## src/rtl/sv_alu_param_pkg.sv

```systemverilog
// Shared widths, opcode set and arbiter FSM states for the ALU front-end blocks.
// Pure declarations: no logic, no latency, no flow control.
package sv_alu_param_pkg;

    localparam int OP_W   = 4;
    localparam int MOVI_W = 2;

    typedef enum logic [OP_W-1:0] {
        OP_ADD = 4'h0,
        OP_SUB = 4'h1,
        OP_AND = 4'h2,
        OP_OR  = 4'h3,
        OP_XOR = 4'h4,
        OP_SHL = 4'h5,
        OP_SHR = 4'h6,
        OP_MOV = 4'h7
    } opcode_t;

    typedef enum logic [2:0] {
        ST_IDLE,
        ST_ISSUE,
        ST_WAIT,
        ST_RESP,
        ST_ABORT
    } state_t;

endpackage

```

## src/rtl/rr_arbiter.sv

```systemverilog
// Round-robin pick: first asserted req at or after ptr, wrapping; one-hot grant plus index.
// Purely combinational, zero latency; no flow control of its own.
module rr_arbiter #(
    parameter int NREQ = 4
) (
    input  logic [NREQ-1:0]         req,
    input  logic [$clog2(NREQ)-1:0] ptr,
    output logic [NREQ-1:0]         gnt,
    output logic [$clog2(NREQ)-1:0] idx,
    output logic                    any
);

    localparam int IW = $clog2(NREQ);

    logic [IW-1:0] pos;

    always_comb begin
        gnt = '0;
        idx = '0;
        any = 1'b0;
        pos = '0;
        for (int k = 0; k < NREQ; k++) begin
            pos = IW'((int'(ptr) + k) % NREQ);
            if (!any && req[pos]) begin
                any      = 1'b1;
                gnt[pos] = 1'b1;
                idx      = pos;
            end
        end
    end

endmodule

```

## src/rtl/alu_arbiter.sv

```systemverilog
// Shares one ALU among NREQ requesters round-robin; one op in flight, watchdog aborts a silent ALU.
// Handshake->ALU strobe 1 cycle, response 1 cycle after result; req_rdy stays low while an op is in flight.
module alu_arbiter
    import sv_alu_param_pkg::*;
#(
    parameter int DATA_WIDTH = 8,
    parameter int NREQ       = 4,
    parameter int TIMEOUT    = 16
) (
    input  logic                         clk,
    input  logic                         rst,
    input  logic [NREQ-1:0]              req_vld,
    output logic [NREQ-1:0]              req_rdy,
    input  logic [NREQ*OP_W-1:0]         req_op,
    input  logic [NREQ*MOVI_W-1:0]       req_movi,
    input  logic [NREQ*DATA_WIDTH-1:0]   req_a,
    input  logic [NREQ*DATA_WIDTH-1:0]   req_b,
    input  logic [NREQ*DATA_WIDTH-1:0]   req_mem,
    input  logic [NREQ*DATA_WIDTH-1:0]   req_imm,
    output logic                         alu_rst,
    output logic                         alu_act,
    output logic                         alu_rdy,
    output logic [OP_W-1:0]              alu_op,
    output logic [MOVI_W-1:0]            alu_movi,
    output logic [DATA_WIDTH-1:0]        alu_reg_a,
    output logic [DATA_WIDTH-1:0]        alu_reg_b,
    output logic [DATA_WIDTH-1:0]        alu_mem,
    output logic [DATA_WIDTH-1:0]        alu_imm,
    input  logic [DATA_WIDTH-1:0]        ex_alu,
    input  logic                         ex_alu_vld,
    output logic                         rsp_vld,
    output logic [$clog2(NREQ)-1:0]      rsp_id,
    output logic [DATA_WIDTH-1:0]        rsp_data,
    output logic                         rsp_err
);

    localparam int IW = $clog2(NREQ);
    localparam int CW = $clog2(TIMEOUT);
    localparam logic [CW-1:0] CNT_LAST = CW'(TIMEOUT - 1);
    localparam logic [IW-1:0] LAST_REQ = IW'(NREQ - 1);

    state_t          state;
    logic [IW-1:0]   ptr;
    logic [CW-1:0]   cnt;
    logic [NREQ-1:0] gnt;
    logic [IW-1:0]   win_idx;
    logic            win_any;

    logic [OP_W-1:0]       op_arr   [NREQ];
    logic [MOVI_W-1:0]     movi_arr [NREQ];
    logic [DATA_WIDTH-1:0] a_arr    [NREQ];
    logic [DATA_WIDTH-1:0] b_arr    [NREQ];
    logic [DATA_WIDTH-1:0] mem_arr  [NREQ];
    logic [DATA_WIDTH-1:0] imm_arr  [NREQ];

    for (genvar i = 0; i < NREQ; i++) begin : g_unpack
        assign op_arr[i]   = req_op[i*OP_W +: OP_W];
        assign movi_arr[i] = req_movi[i*MOVI_W +: MOVI_W];
        assign a_arr[i]    = req_a[i*DATA_WIDTH +: DATA_WIDTH];
        assign b_arr[i]    = req_b[i*DATA_WIDTH +: DATA_WIDTH];
        assign mem_arr[i]  = req_mem[i*DATA_WIDTH +: DATA_WIDTH];
        assign imm_arr[i]  = req_imm[i*DATA_WIDTH +: DATA_WIDTH];
    end

    rr_arbiter #(.NREQ(NREQ)) u_arb (
        .req (req_vld),
        .ptr (ptr),
        .gnt (gnt),
        .idx (win_idx),
        .any (win_any)
    );

    // Grant is only offered while idle and out of reset, so a grant always means a handshake.
    assign req_rdy = (!rst && state == ST_IDLE) ? gnt : '0;

    always_ff @(posedge clk) begin
        if (rst) begin
            state     <= ST_IDLE;
            ptr       <= '0;
            cnt       <= '0;
            alu_rst   <= 1'b1;
            alu_act   <= 1'b0;
            alu_rdy   <= 1'b0;
            alu_op    <= '0;
            alu_movi  <= '0;
            alu_reg_a <= '0;
            alu_reg_b <= '0;
            alu_mem   <= '0;
            alu_imm   <= '0;
            rsp_vld   <= 1'b0;
            rsp_id    <= '0;
            rsp_data  <= '0;
            rsp_err   <= 1'b0;
        end else begin
            alu_rst  <= 1'b0;
            alu_act  <= 1'b1;
            alu_rdy  <= 1'b0;
            rsp_vld  <= 1'b0;
            rsp_err  <= 1'b0;
            rsp_data <= '0;
            case (state)
                ST_IDLE: begin
                    if (win_any) begin
                        state     <= ST_ISSUE;
                        alu_rdy   <= 1'b1;
                        alu_op    <= op_arr[win_idx];
                        alu_movi  <= movi_arr[win_idx];
                        alu_reg_a <= a_arr[win_idx];
                        alu_reg_b <= b_arr[win_idx];
                        alu_mem   <= mem_arr[win_idx];
                        alu_imm   <= imm_arr[win_idx];
                        rsp_id    <= win_idx;
                        ptr       <= (win_idx == LAST_REQ) ? '0 : win_idx + 1'b1;
                    end
                end
                ST_ISSUE: begin
                    state <= ST_WAIT;
                    cnt   <= '0;
                end
                ST_WAIT: begin
                    // A result on the last watchdog cycle still counts as a success.
                    if (ex_alu_vld) begin
                        state    <= ST_RESP;
                        rsp_vld  <= 1'b1;
                        rsp_data <= ex_alu;
                    end else if (cnt == CNT_LAST) begin
                        state   <= ST_ABORT;
                        rsp_vld <= 1'b1;
                        rsp_err <= 1'b1;
                        alu_rst <= 1'b1;
                        alu_act <= 1'b0;
                    end else begin
                        cnt <= cnt + 1'b1;
                    end
                end
                ST_RESP:  state <= ST_IDLE;
                ST_ABORT: state <= ST_IDLE;
                default:  state <= ST_IDLE;
            endcase
        end
    end

endmodule

```

## config.mk

```make
export PLATFORM = sky130hd
export DESIGN_NAME = alu_arbiter
export DESIGN_NICKNAME = d
export VERILOG_FILES = /design/src/rtl/sv_alu_param_pkg.sv /design/src/rtl/rr_arbiter.sv /design/src/rtl/alu_arbiter.sv
export SDC_FILE = /design/constraint.sdc
export NUM_CORES = 1
export LEC_CHECK = 0
export ABC_AREA = 1
export CORE_MARGIN = 2
export CORE_UTILIZATION = 36
export DETAILED_ROUTE_END_ITERATION = 7
export PLACE_DENSITY = 0.79
export RECOVER_POWER = 50
export SLEW_MARGIN = 15
export SYNTH_ARGS = -nofsm -noshare
export SYNTH_HDL_FRONTEND = slang
export SYNTH_HIERARCHICAL = 1
export SYNTH_SLANG_ARGS = --single-unit
```

## constraint.sdc

```tcl
create_clock -name clk -period 2.6 [get_ports clk]
set_clock_uncertainty 0.15 [all_clocks]
set_input_delay 0.52 -clock clk [delete_from_list [all_inputs] [get_ports clk]]
set_output_delay 0.52 -clock clk [all_outputs]
set_load 0.05 [all_outputs]
```

==> results of run 1 <==
worst register-to-register path: cells and delay by family (launching register included):
family | cells | cell delay (ns)
and+or+nand+nor | 7 | 0.68
buffers and inverters | 7 | 0.64
DFF | 1 | 0.34
adders and majority gates | 1 | 0.30
AOI/OAI and AO/OA | 1 | 0.23
worst paths after layout:
| kind | cells after the start | from | end | slack [ns] |
|---|---|---|---|---|
| max | 12 | ptr[0] | req_rdy[3] | 0.005 |
| min | 2 | rsp_id[0] | rsp_id[0] | 0.33 |
| max reg2reg | 16 | ptr[0] | alu_movi[0] | 0.16 |
| min reg2reg | 2 | rsp_id[0] | rsp_id[0] | 0.33 |
cell families (layout without fill, tap and decap cells):
| kind of cell | after synthesis | after routing |
|---|---|---|
| adders and majority gates | 7 | 7 |
| buffers and inverters | 103 | 346 |
| and+or+nand+nor | 348 | 348 |
| DFF | 62 | 62 |
| AOI/OAI and AO/OA | 134 | 134 |
sequential cells by signal, summed over array words and instances, names as in the netlist, 3 cells and up:
name and count:
alu_imm 8, alu_mem 8, alu_reg_a 8, alu_reg_b 8, rsp_data 8, alu_op 4, cnt 4, state 3
through the flow:
| step | cells | setup WS, ns |
|---|---|---|
| after floorplan | 654 | 0.001426 |
| after global placement | 1017 | -0.1869 |
| after detailed placement | 1017 | -0.2112 |
| after CTS | 1036 | -0.008982 |
| after global routing | 1037 | -0.1193 |
| final | 1037 | 0.004827 |
metal layers:
| metal | vias up | share of wire | track usage |
|---|---|---|---|
| li1 | 2559 | - | - |
| met1 | 2173 | 0.41 | 0.2696 |
| met2 | 179 | 0.49 | 0.4014 |
| met3 | 21 | 0.078 | 0.05761 |
| met4 | 0 | 0.021 | 0.07505 |
| met5 | - | 0 | 0 |
final cells by class:
| cell class | instances | area (um2) |
|---|---|---|
| fillers | 951 | 3775 |
| repair buffers | 267 | 2760 |
| multi-input cells | 489 | 2459 |
| flip-flops and latches | 62 | 1244 |
| inverters | 63 | 241.5 |
| well taps | 140 | 175.2 |
| clock buffers | 13 | 168.9 |
| clock inverters | 3 | 65.06 |
placed cells by master, fill, tap and decap left out, types with 8 or more instances in the layout:
cell type	synthesis	layout
nor2_1	201	196
clkdlybuf4s50_1	0	190
o21ai_0	89	89
nand2_1	72	68
dfxtp_1	62	60
inv_1	61	53
nand3_1	47	45
o21a_1	27	27
buf_4	3	26
dlygate4sd3_1	0	25
nand2_2	10	14
buf_12	0	14
clkbuf_8	0	12
nand4_1	9	9
inv_2	2	8
power groups by stage:
| stage | Combinational [uW] | Clock, uW | Sequential [uW] |
|---|---|---|---|
| 4_1_cts | 7280 | 1030 | 1420 |
| 6_report | 7430 | 1000 | 1410 |
| 3_3_place_gp | 7020 | 0 | 1420 |
| 3_5_place_dp | 7070 | 0 | 1430 |
| 2_1_floorplan | 3820 | 0 | 2320 |
| 5_1_grt | 8130 | 1070 | 1450 |
repair_timing:
action / in CTS / in global routing
pin swaps: 14 / 8
hold endpoints to repair: 0 / 0
cloned: 1 / 1
hold buffers: 0 / 0
setup buffers: 3 / 0
resized for setup: 35 / 7
endpoints found under the setup margin: 4 / 30
==> key figures, run 1 <==
Run status
  • Status: finished clean

Critical path
  • CP bufs+invs: 5
  • Critical Path Max Stage Delay: around 0.34 ns
  • Delay-heaviest family, CP: simple AND/OR/NAND/NOR gates
  • Critical-path top delay cell: dfxtp_2
  • Setup CP Type: reg -> out
  • CP max FO: 5
  • Worst Path Arrival: 1.93 ns
  • CP Launch Type: register
  • Crit path cell chain: inv_2, ha_4, inv_4, nand2_2, nand2_2, nor2_4, buf_6, nand3_1, nand3_1, inv_2, nor2_4, buf_12
  • Worst EP required: 1.93 ns
  • Critical path endpoint category: output port

Power and ir drop
  • Net Sw Frac: 0.5022
  • Psw: a little under 5000 uW
  • Flop pwr share: 0.143
  • Total Power: slightly below 10,000 uW
  • P_int: approximately 4900 uW
  • Logic gate share of total power: 0.755
  • VDD IR max: 0.5917 mV
  • Clock network power share: 0.102
  • Pwr per Cell Area: around 1400 mW/mm2
  • Leakage power: between 0.003 and 0.004 uW

STA
  • Final period util: 0.9981
  • Min cycle time layout: between 2 and 3 ns
  • Worst-Margin Slew: ~0.94 ns
  • Setup Total Neg Slack: 0 ns
  • RSZ-0062 raised after global routing: yes
  • Hold slack: between 0.3 and 0.4 ns
  • Final hold viol count: 0
  • Headroom to the max-slew limit: 0.3706
  • Achievable clock frequency: approximately 0.39 GHz
  • Max-slew violations: 0
  • Final setup viols: 0

Synthesis
  • Compound-gate portion of the synthesized area: 0.1888
  • Post-Synthesis Cells: 654
  • Yosys cell types: 27
  • Number of flops mapped to enable cells by yosys: 0
  • YS warnings: 6
  • Top post-synthesis cells by area: dfxtp_1 31%, nor2_1 19%, o21ai_0 11%
  • Largest family of logic cells by synthesized area: simple AND/OR/NAND/NOR gates
  • Area leader, netlist: dfxtp_1
  • Cell with the most instances after synthesis: nor2_1
  • Synth Area in XOR/XNOR: 0
  • Mapped Avg Cell Area: ~6.2 um2
  • Synthesis-stage register bit count: between 60 and 70
  • Mapped Area: 0.004050 mm2
  • Sequential area share after synthesis: 0.3065
  • Syn nets: roughly 830
  • Synth Area in Adders: 0.02162
  • Top cell type's share of synthesized area: 0.3065
  • Synth Area in Simple Gates: 0.3664
  • Ys flop type: dfxtp_1
  • Synth top cells by count: 201 x nor2_1, 89 x o21ai_0, 72 x nand2_1
  • Mux share of post-synthesis cell area: 0
  • Async set or reset register ratio after synthesis: 0

Routing
  • Drt first pass iters: 4
  • Detailed Route Iter0 Violations: slightly below 300
  • Vias: ~5,000
  • # DRC: 0
  • DRT antenna net count: 0
  • Via-to-Cell Ratio: 4.756
  • Final WL: ~14,000 um
  • DR WL/cell: between 10 and 15 um

Clocking
  • CTS tree: built
  • Clock insertion delay at the later pin of the skew report: 0.33 ns
  • TritonCTS Sinks: 62
  • Clock-pin slew on the worst setup and hold paths: around 0.070 ns
  • CTS Buf Count: 9
  • Root buffer cell: clkbuf_8
  • H-tree depth: 3
  • Clk buf depth: 2

Final layout
  • Post-route cell area: ~0.007 mm2
  • Final core utilization: 0.6533
  • Layout cells sized above 1: 0.1282
  • Diodes inserted: 0
  • Final #Nets: 1,066
  • P&R area growth vs syn: 75.63%

Global route
  • Initial antenna violation count: 0
  • Gr usage total: 0.2282
  • First-pass GRT wire length: about 22,000 um
  • Congestion Overflow GR: 0
  • Vias in the first global route: approximately 4,600
  • Largest net degree at the start of global routing: between 40 and 50

Die
  • Core Box Area: between 0.01 and 0.015 mm2
  • Initial Util: 0.3720
  • Die Height: roughly 110 um
  • Top Ports: between 200 and 250
  • Site row count: 38
  • Die area: around 0.012 mm2
  • Die Span X: approximately 110 um

Placement
  • Dpl hpwl: ~11,000 um
  • Global placement routability congestion: between 0.8 and 0.9
  • Port Buffer Count: 223
  • Post-DP Area: between 0.006 and 0.007 mm2

Hold path
  • Worst min path class: reg -> reg

Flow run
  • Maxcap violations: 0
Power figures use the tool's default switching activity.
==> run 2, diff against run 1 <==
--- a/config.mk
+++ b/config.mk
@@ -6,10 +6,12 @@
 export NUM_CORES = 1
 export LEC_CHECK = 0
 export ABC_AREA = 1
+export CELL_PAD_IN_SITES_DETAIL_PLACEMENT = 0
+export CELL_PAD_IN_SITES_GLOBAL_PLACEMENT = 1
 export CORE_MARGIN = 2
-export CORE_UTILIZATION = 36
+export CORE_UTILIZATION = 23
 export DETAILED_ROUTE_END_ITERATION = 7
-export PLACE_DENSITY = 0.79
+export PLACE_DENSITY_LB_ADDON = 0.1
 export RECOVER_POWER = 50
 export SLEW_MARGIN = 15
 export SYNTH_ARGS = -nofsm -noshare
==> run 2 against run 1 <==
Against the previous run: flip-flop and latch count unchanged; utilization shrank 24 points; critical path depth is the same; routed wire length rose by 6.4%; register-to-register slack got worse by 0.04 ns; final area rose by 1.2%; critical path type unchanged; highest routed layer unchanged.
==> key figures, run 2 (same netlist as run 1, synthesis figures left out) <==
Global route
  • Gr usage total: 0.1638 (-0.06436)
  • Initial antenna violation count: 1 (+1)
  • Vias in the first global route: 4,718 (+3.1%)
  • Largest net degree at the start of global routing: 51 (+8.5%)
  • First-pass GRT wire length: 23,600 um (+9.3%)
  • Congestion Overflow GR: 0 (unchanged)

Final layout
  • Most frequent cells in the layout: 214 x clkdlybuf4s50_1, 196 x nor2_1, 89 x o21ai_0
  • P&R area growth vs syn: 77.79%
  • Filler cells: 1,769 (+86%)
  • Final #Nets: 1,057 (-0.84%)
  • Most common cell after layout, fill and taps aside: clkdlybuf4s50_1
  • Layout cells sized above 1: 0.1182 (-0.009962)

Hold path
  • Hold path startpoint: rsp_id[1]
  • Hold path depth: 2 (unchanged)
  • Endpoint, Worst Hold: rsp_id[1]
  • Worst min path class: reg -> reg

Routing
  • Detailed Route Iter0 Violations: 186 (-37%)
  • DR WL/cell: 13.72 um (-0.92%)
  • # DRC: 0 (unchanged)
  • DRT antenna net count: 0 (unchanged)
  • Vias: 4,824 (-2.2%)
  • Drt first pass iters: 5 (+1)
  • Final WL: 15,280 um (+6.4%)
  • Via-to-Cell Ratio: 4.330 (-9.0%)

Clocking
  • Clock-pin slew on the worst setup and hold paths: 0.06 ns (about the same)
  • Root buffer cell: clkbuf_16
  • CTS tree: built
  • Hold buffers post-CTS: 0 (unchanged)
  • CTS Buf Count: 9 (unchanged)
  • H-tree depth: 3 (unchanged)
  • TritonCTS Sinks: 62 (unchanged)
  • Clk buf depth: 2 (unchanged)
  • Clock insertion delay at the later pin of the skew report: 0.34 ns (about the same)

STA
  • RSZ-0062 raised after global routing: yes
  • Final setup viols: 0 (unchanged)
  • Max-slew violations: 0 (unchanged)
  • Setup Total Neg Slack: 0 ns (unchanged)
  • Final period util: 0.9866 (-0.01159)
  • Worst-Margin Slew: 0.5514 ns (-0.3926 ns)
  • Headroom to the max-slew limit: 0.6312 (+0.2606)
  • Final hold viol count: 0 (unchanged)
  • Achievable clock frequency: 0.3899 GHz (+1.2%)
  • Min cycle time layout: 2.565 ns (-0.03014 ns)

Critical path
  • Reg2reg setup slack: 0.12 ns (-0.04 ns)
  • R2R Path Start: ptr[0]
  • R2R depth: 16 (unchanged)
  • Worst Path Arrival: 1.90 ns (-0.03 ns)
  • Setup CP Type: reg -> out
  • Reg2reg end: alu_mem[7]
  • CP Launch Type: register
  • CP max FO: 9 (+4)
  • Worst EP required: 1.93 ns (about the same)
  • Critical path endpoint category: output port

Power and ir drop
  • Pwr per Cell Area: 1364 mW/mm2 (-1.4%)
  • VDD IR max: 0.5556 mV (-6.1%)
  • Leakage power: 0.003152 uW (-2.3%)
  • Total Power: 9823 uW (-0.22%)

Placement
  • Dpl hpwl: 11,850 um (+11%)
  • Global placement routability congestion: 0.8560 (-4.3%)
  • Port Buffer Count: 223 (unchanged)

Die
  • Core Box Area: 0.01724 mm2 (+58%)
  • Site row count: 48 (+26%)
  • Die Span X: 136.7 um (+24%)
  • Top Ports: 224 (unchanged)
  • Die area: 0.01869 mm2 (+54%)
  • Initial Util: 0.2350 (-0.1370)
  • Die Height: 136.7 um (+24%)

Flow run
  • Maxcap violations: 0 (unchanged)

Run status
  • Status: finished clean
run 2: critical path, cell delays in order, from the launching register on:
cell,delay [ns]
dfxtp_2,0.33
inv_2,0.05
ha_4,0.30
inv_4,0.04
nand2_2,0.06
nand2_2,0.05
nor2_4,0.12
buf_12,0.13
nand4_1,0.09
nand3_1,0.09
inv_1,0.06
nor2_4,0.10
buf_12,0.14
run 2: worst max path at each step:
stage                from            to  slack (ns)  cells past startpoint
2_1_floorplan      ptr[0]   alu_movi[1]       0.001                     17
3_3_place_gp   req_vld[3]  alu_reg_a[5]       -0.19                     17
3_5_place_dp   req_vld[3]    req_rdy[2]       -0.21                     11
4_1_cts            ptr[1]    req_rdy[1]     -0.0005                     12
5_1_grt            ptr[0]    req_rdy[2]       -0.08                     12
6_report           ptr[0]    req_rdy[0]        0.03                     12
run 2: where the power goes:
| part | switching (uW) | total, uW | internal, uW |
|---|---|---|---|
| Sequential | 156 | 1420 | 1260 |
| Combinational | 4300 | 7080 | 2780 |
| Clock | 478 | 1330 | 850 |
| Total | 4930 | 9820 | 4890 |
run 2: layer usage:
metal	up-vias	wire length, um	track usage	share of wire
li1	2537	-	-	-
met1	2106	6265	0.1863	0.41
met2	157	7479	0.2836	0.49
met3	24	1144	0.05074	0.075
met4	0	391	0.06713	0.026
met5	-	0	0	0
run 2: what timing repair did:
action | in CTS | in global routing
pin swaps | 13 | 4
resized for setup | 28 | 7
setup endpoints to repair | 4 | 4
setup buffers | 3 | 2
run 2: final cells by class:
type,count,area [um2],area share
repair buffers,258,2654,0.3685
multi-input cells,489,2452,0.3406
flip-flops and latches,62,1244,0.1727
well taps,225,281.5,0.03910
inverters,63,239.0,0.03319
clock buffers,9,225.2,0.03128
clock inverters,7,102.6,0.01425
diodes,1,2.502,0.0003475
run 2: stage by stage:
stage          utilization  worst slack (ns)  hold slack [ns]  cells  area (um2)
2_1_floorplan            -          0.001426           0.3243    654        4083
3_3_place_gp        0.3928           -0.1898           0.3315   1094        6770
3_5_place_dp        0.3928           -0.2122           0.3321   1094        6770
4_1_cts             0.4154        -0.0004519           0.3412   1111        7159
5_1_grt             0.4176          -0.07573           0.3633   1113        7198
6_report            0.4178           0.03497           0.3415   1114        7201
==> run 3, diff against run 2 <==
--- a/config.mk
+++ b/config.mk
@@ -9,7 +9,7 @@
 export CELL_PAD_IN_SITES_DETAIL_PLACEMENT = 0
 export CELL_PAD_IN_SITES_GLOBAL_PLACEMENT = 1
 export CORE_MARGIN = 2
-export CORE_UTILIZATION = 23
+export CORE_UTILIZATION = 25
 export DETAILED_ROUTE_END_ITERATION = 7
 export PLACE_DENSITY_LB_ADDON = 0.1
 export RECOVER_POWER = 50
@@ -18,3 +18,4 @@
 export SYNTH_HDL_FRONTEND = slang
 export SYNTH_HIERARCHICAL = 1
 export SYNTH_SLANG_ARGS = --single-unit
+export TNS_END_PERCENT = 10
==> constraint.sdc (replaced) <==
create_clock -name clk -period 3.2 [get_ports clk]
set_clock_uncertainty 0.15 [all_clocks]
set_input_delay 0.64 -clock clk [delete_from_list [all_inputs] [get_ports clk]]
set_output_delay 0.64 -clock clk [all_outputs]
set_load 0.05 [all_outputs]
==> run 3 against run 2 <==
Against the previous run: die area shrank 7.8%; global-route usage grew 0.53 points; sequential power shrank 20%; final area shrank 4.1%; critical path depth is the same; flip-flop and latch count is the same; worst hold slack lost 0.023 ns; register-to-register slack gained 0.20 ns; worst setup slack gained 0.11 ns.
==> key figures, run 3 (same netlist as run 1, synthesis figures left out) <==
Die
  • Die Height: 131.3 um (-4.0%)
  • Initial Util: 0.2550 (+0.01999)
  • Top Ports: 224 (unchanged)
  • Die area: 0.01723 mm2 (-7.8%)
  • Site row count: 46 (-4.2%)
  • Die Span X: 131.3 um (-4.0%)
  • Core Box Area: 0.01589 mm2 (-7.8%)

Placement
  • Port Buffer Count: 223 (unchanged)
  • Global placement routability congestion: 0.8450 (-1.3%)
  • Dpl hpwl: 11,080 um (-6.5%)
  • Post-DP Area: 0.006549 mm2 (-3.3%)
  • Pre-CTS WS: 0.02778 ns (+0.2400 ns)

Critical path
  • R2R depth: 16 (unchanged)
  • Setup CP Type: in -> out
  • Reg2reg end: alu_op[3]
  • Instance count on the critical path: 12 (unchanged)
  • Critical Path Max Stage Delay: 0.44 ns (+0.11 ns)
  • CP max FO: 7 (-2)
  • Worst Path Arrival: 2.27 ns (+0.37 ns)
  • Crit path from: req_vld[3]
  • Critical-path top delay cell: clkdlybuf4s50_1
  • Delay-heaviest family, CP: buffers and inverters
  • CP bufs+invs: 5 (unchanged)
  • R2R Path Start: ptr[1]
  • CP Launch Type: primary input
  • Critical path endpoint category: output port
  • Reg2reg setup slack: 0.32 ns (+0.20 ns)
  • Worst EP required: 2.41 ns (+0.48 ns)
  • Crit path cell chain: clkdlybuf4s50_1, inv_1, nand2_1, nand3_4, nand2_4, nor2_4, buf_4, nand3_1, nand3_1, inv_1, nor2_1, buf_12
  • Crit path capture: req_rdy[2]

STA
  • Final Worst Setup Slack: 0.1429 ns (+0.1079 ns)
  • RSZ-0062 raised after global routing: no
  • Final period util: 0.9554
  • Final hold viol count: 0 (unchanged)
  • Final setup viols: 0 (unchanged)
  • Min cycle time layout: between 3 and 4 ns
  • Headroom to the max-slew limit: 0.3619 (-0.2693)
  • Worst-Margin Slew: 0.9571 ns (+0.4057 ns)
  • Max-slew violations: 0 (unchanged)
  • Achievable clock frequency: 0.3271 GHz
  • Setup Total Neg Slack: 0 ns (unchanged)

Clocking
  • Clock insertion delay at the later pin of the skew report: 0.33 ns (about the same)
  • Clk buf depth: 2 (unchanged)
  • Hold buffers post-CTS: 0 (unchanged)
  • CTS tree: built
  • TritonCTS Sinks: 62 (unchanged)
  • H-tree depth: 3 (unchanged)
  • CTS Buf Count: 9 (unchanged)
  • Clock-pin slew on the worst setup and hold paths: 0.06 ns (about the same)
  • Root buffer cell: clkbuf_16

Global route
  • Largest net degree at the start of global routing: 47 (-7.8%)
  • Gr usage total: 0.1691 (+0.005335)
  • First-pass GRT wire length: 23,590 um (about the same)
  • Vias in the first global route: 4,606 (-2.4%)
  • Congestion Overflow GR: 0 (unchanged)
  • Initial antenna violation count: 0 (-1)

Routing
  • Drt first pass iters: 4 (-1)
  • Via-to-Cell Ratio: 4.419 (+2.0%)
  • Vias: 4,803 (-0.44%)
  • DR WL/cell: 13.41 um (-2.2%)
  • Final WL: 14,580 um (-4.6%)
  • Detailed Route Iter0 Violations: 199 (+7.0%)
  • # DRC: 0 (unchanged)
  • DRT antenna net count: 0 (unchanged)

Final layout
  • Layout cells sized above 1: 0.07577 (-0.04247)
  • P&R area growth vs syn: 70.47%
  • Diodes inserted: 0 (-1)
  • Final #Nets: 1,040 (-1.6%)
  • Most frequent cells in the layout: 199 x nor2_1, 174 x clkdlybuf4s50_1, 89 x o21ai_0
  • Final core utilization: 0.4346 (+0.01687)
  • Post-route cell area: 0.006904 mm2 (-4.1%)
  • Most common cell after layout, fill and taps aside: nor2_1

Power and ir drop
  • VDD IR max: 0.4586 mV (-17%)
  • Pwr per Cell Area: 1080 mW/mm2 (-21%)
  • Leakage power: 0.003119 uW (-1.0%)

Hold path
  • Hold path depth: 2 (unchanged)
  • Worst min path class: reg -> reg

Run status
  • Status: finished clean

Flow run
  • Maxcap violations: 0 (unchanged)
-- run 3: changes by cell type in the layout (fill, tap and decap cells not counted), sizes merged, moves of 4 or more --
| cell | delta |
|---|---|
| dlygate4sd2 | -4 |
| buf | -17 |
| dlygate4sd3 | +44 |
| clkdlybuf4s50 | -40 |
-- run 3: layout make-up --
class	count	area [um2]
fill	1625	8981
timing repair buffer	241	2480
multi-input combinational	489	2371
sequential	62	1241
tap	216	270.3
inverter	63	236.5
clock buffer	9	225.2
clock inverter	7	80.08
-- run 3: routing by layer --
| layer | track usage | routed length [um] | vias up |
|---|---|---|---|
| met5 | 0 | 0 | - |
| met4 | 0.04227 | 178 | 0 |
| met3 | 0.05710 | 1070 | 18 |
| met2 | 0.2988 | 6995 | 148 |
| met1 | 0.1962 | 6337 | 2126 |
| li1 | - | - | 2511 |
-- run 3: worst register-to-register path: cells and delay by family (launching register included) --
family | cells | cell delay, ns
flip-flops | 1 | 0.34
AND/OR/NAND/NOR | 7 | 0.72
AO/OA/AOI/OAI | 1 | 0.38
buffers and inverters | 7 | 0.85
adder cells (fa/ha/maj) | 1 | 0.33
-- run 3: through the flow --
step                total power (uW)  cells  hold slack, ns
global placement                6457   1068          0.3130
global route                    8217   1087          0.3440
finish                          7458   1087          0.3181
CTS                             7528   1084          0.3287
detailed placement              6504   1068          0.3202
floorplan                       4945    654          0.3243
-- run 3: timing repair --
item | 4_1_cts | 5_1_grt
buffers inserted | 0 | 3
gates resized for setup | 0 | 6
endpoints found under the setup margin | 0 | 4
-- run 3: worst min path at each step --
stage	from	slack [ns]	endpoint
floorplan	cnt[1]	0.32	cnt[1]
global placement	rsp_id[1]	0.31	rsp_id[1]
detailed placement	rsp_id[1]	0.32	rsp_id[1]
CTS	rsp_id[1]	0.33	rsp_id[1]
global route	rsp_id[1]	0.34	rsp_id[1]
finish	rsp_id[1]	0.32	rsp_id[1]
-- run 3: power by group --
group / internal, uW / switching [uW] / leakage [uW] / total, uW
registers: 1020 / 119 / 0.000512 / 1140
logic: 1930 / 3410 / 0.00246 / 5340
clock network: 610 / 371 / 0.000143 / 981
total: 3560 / 3900 / 0.00312 / 7460
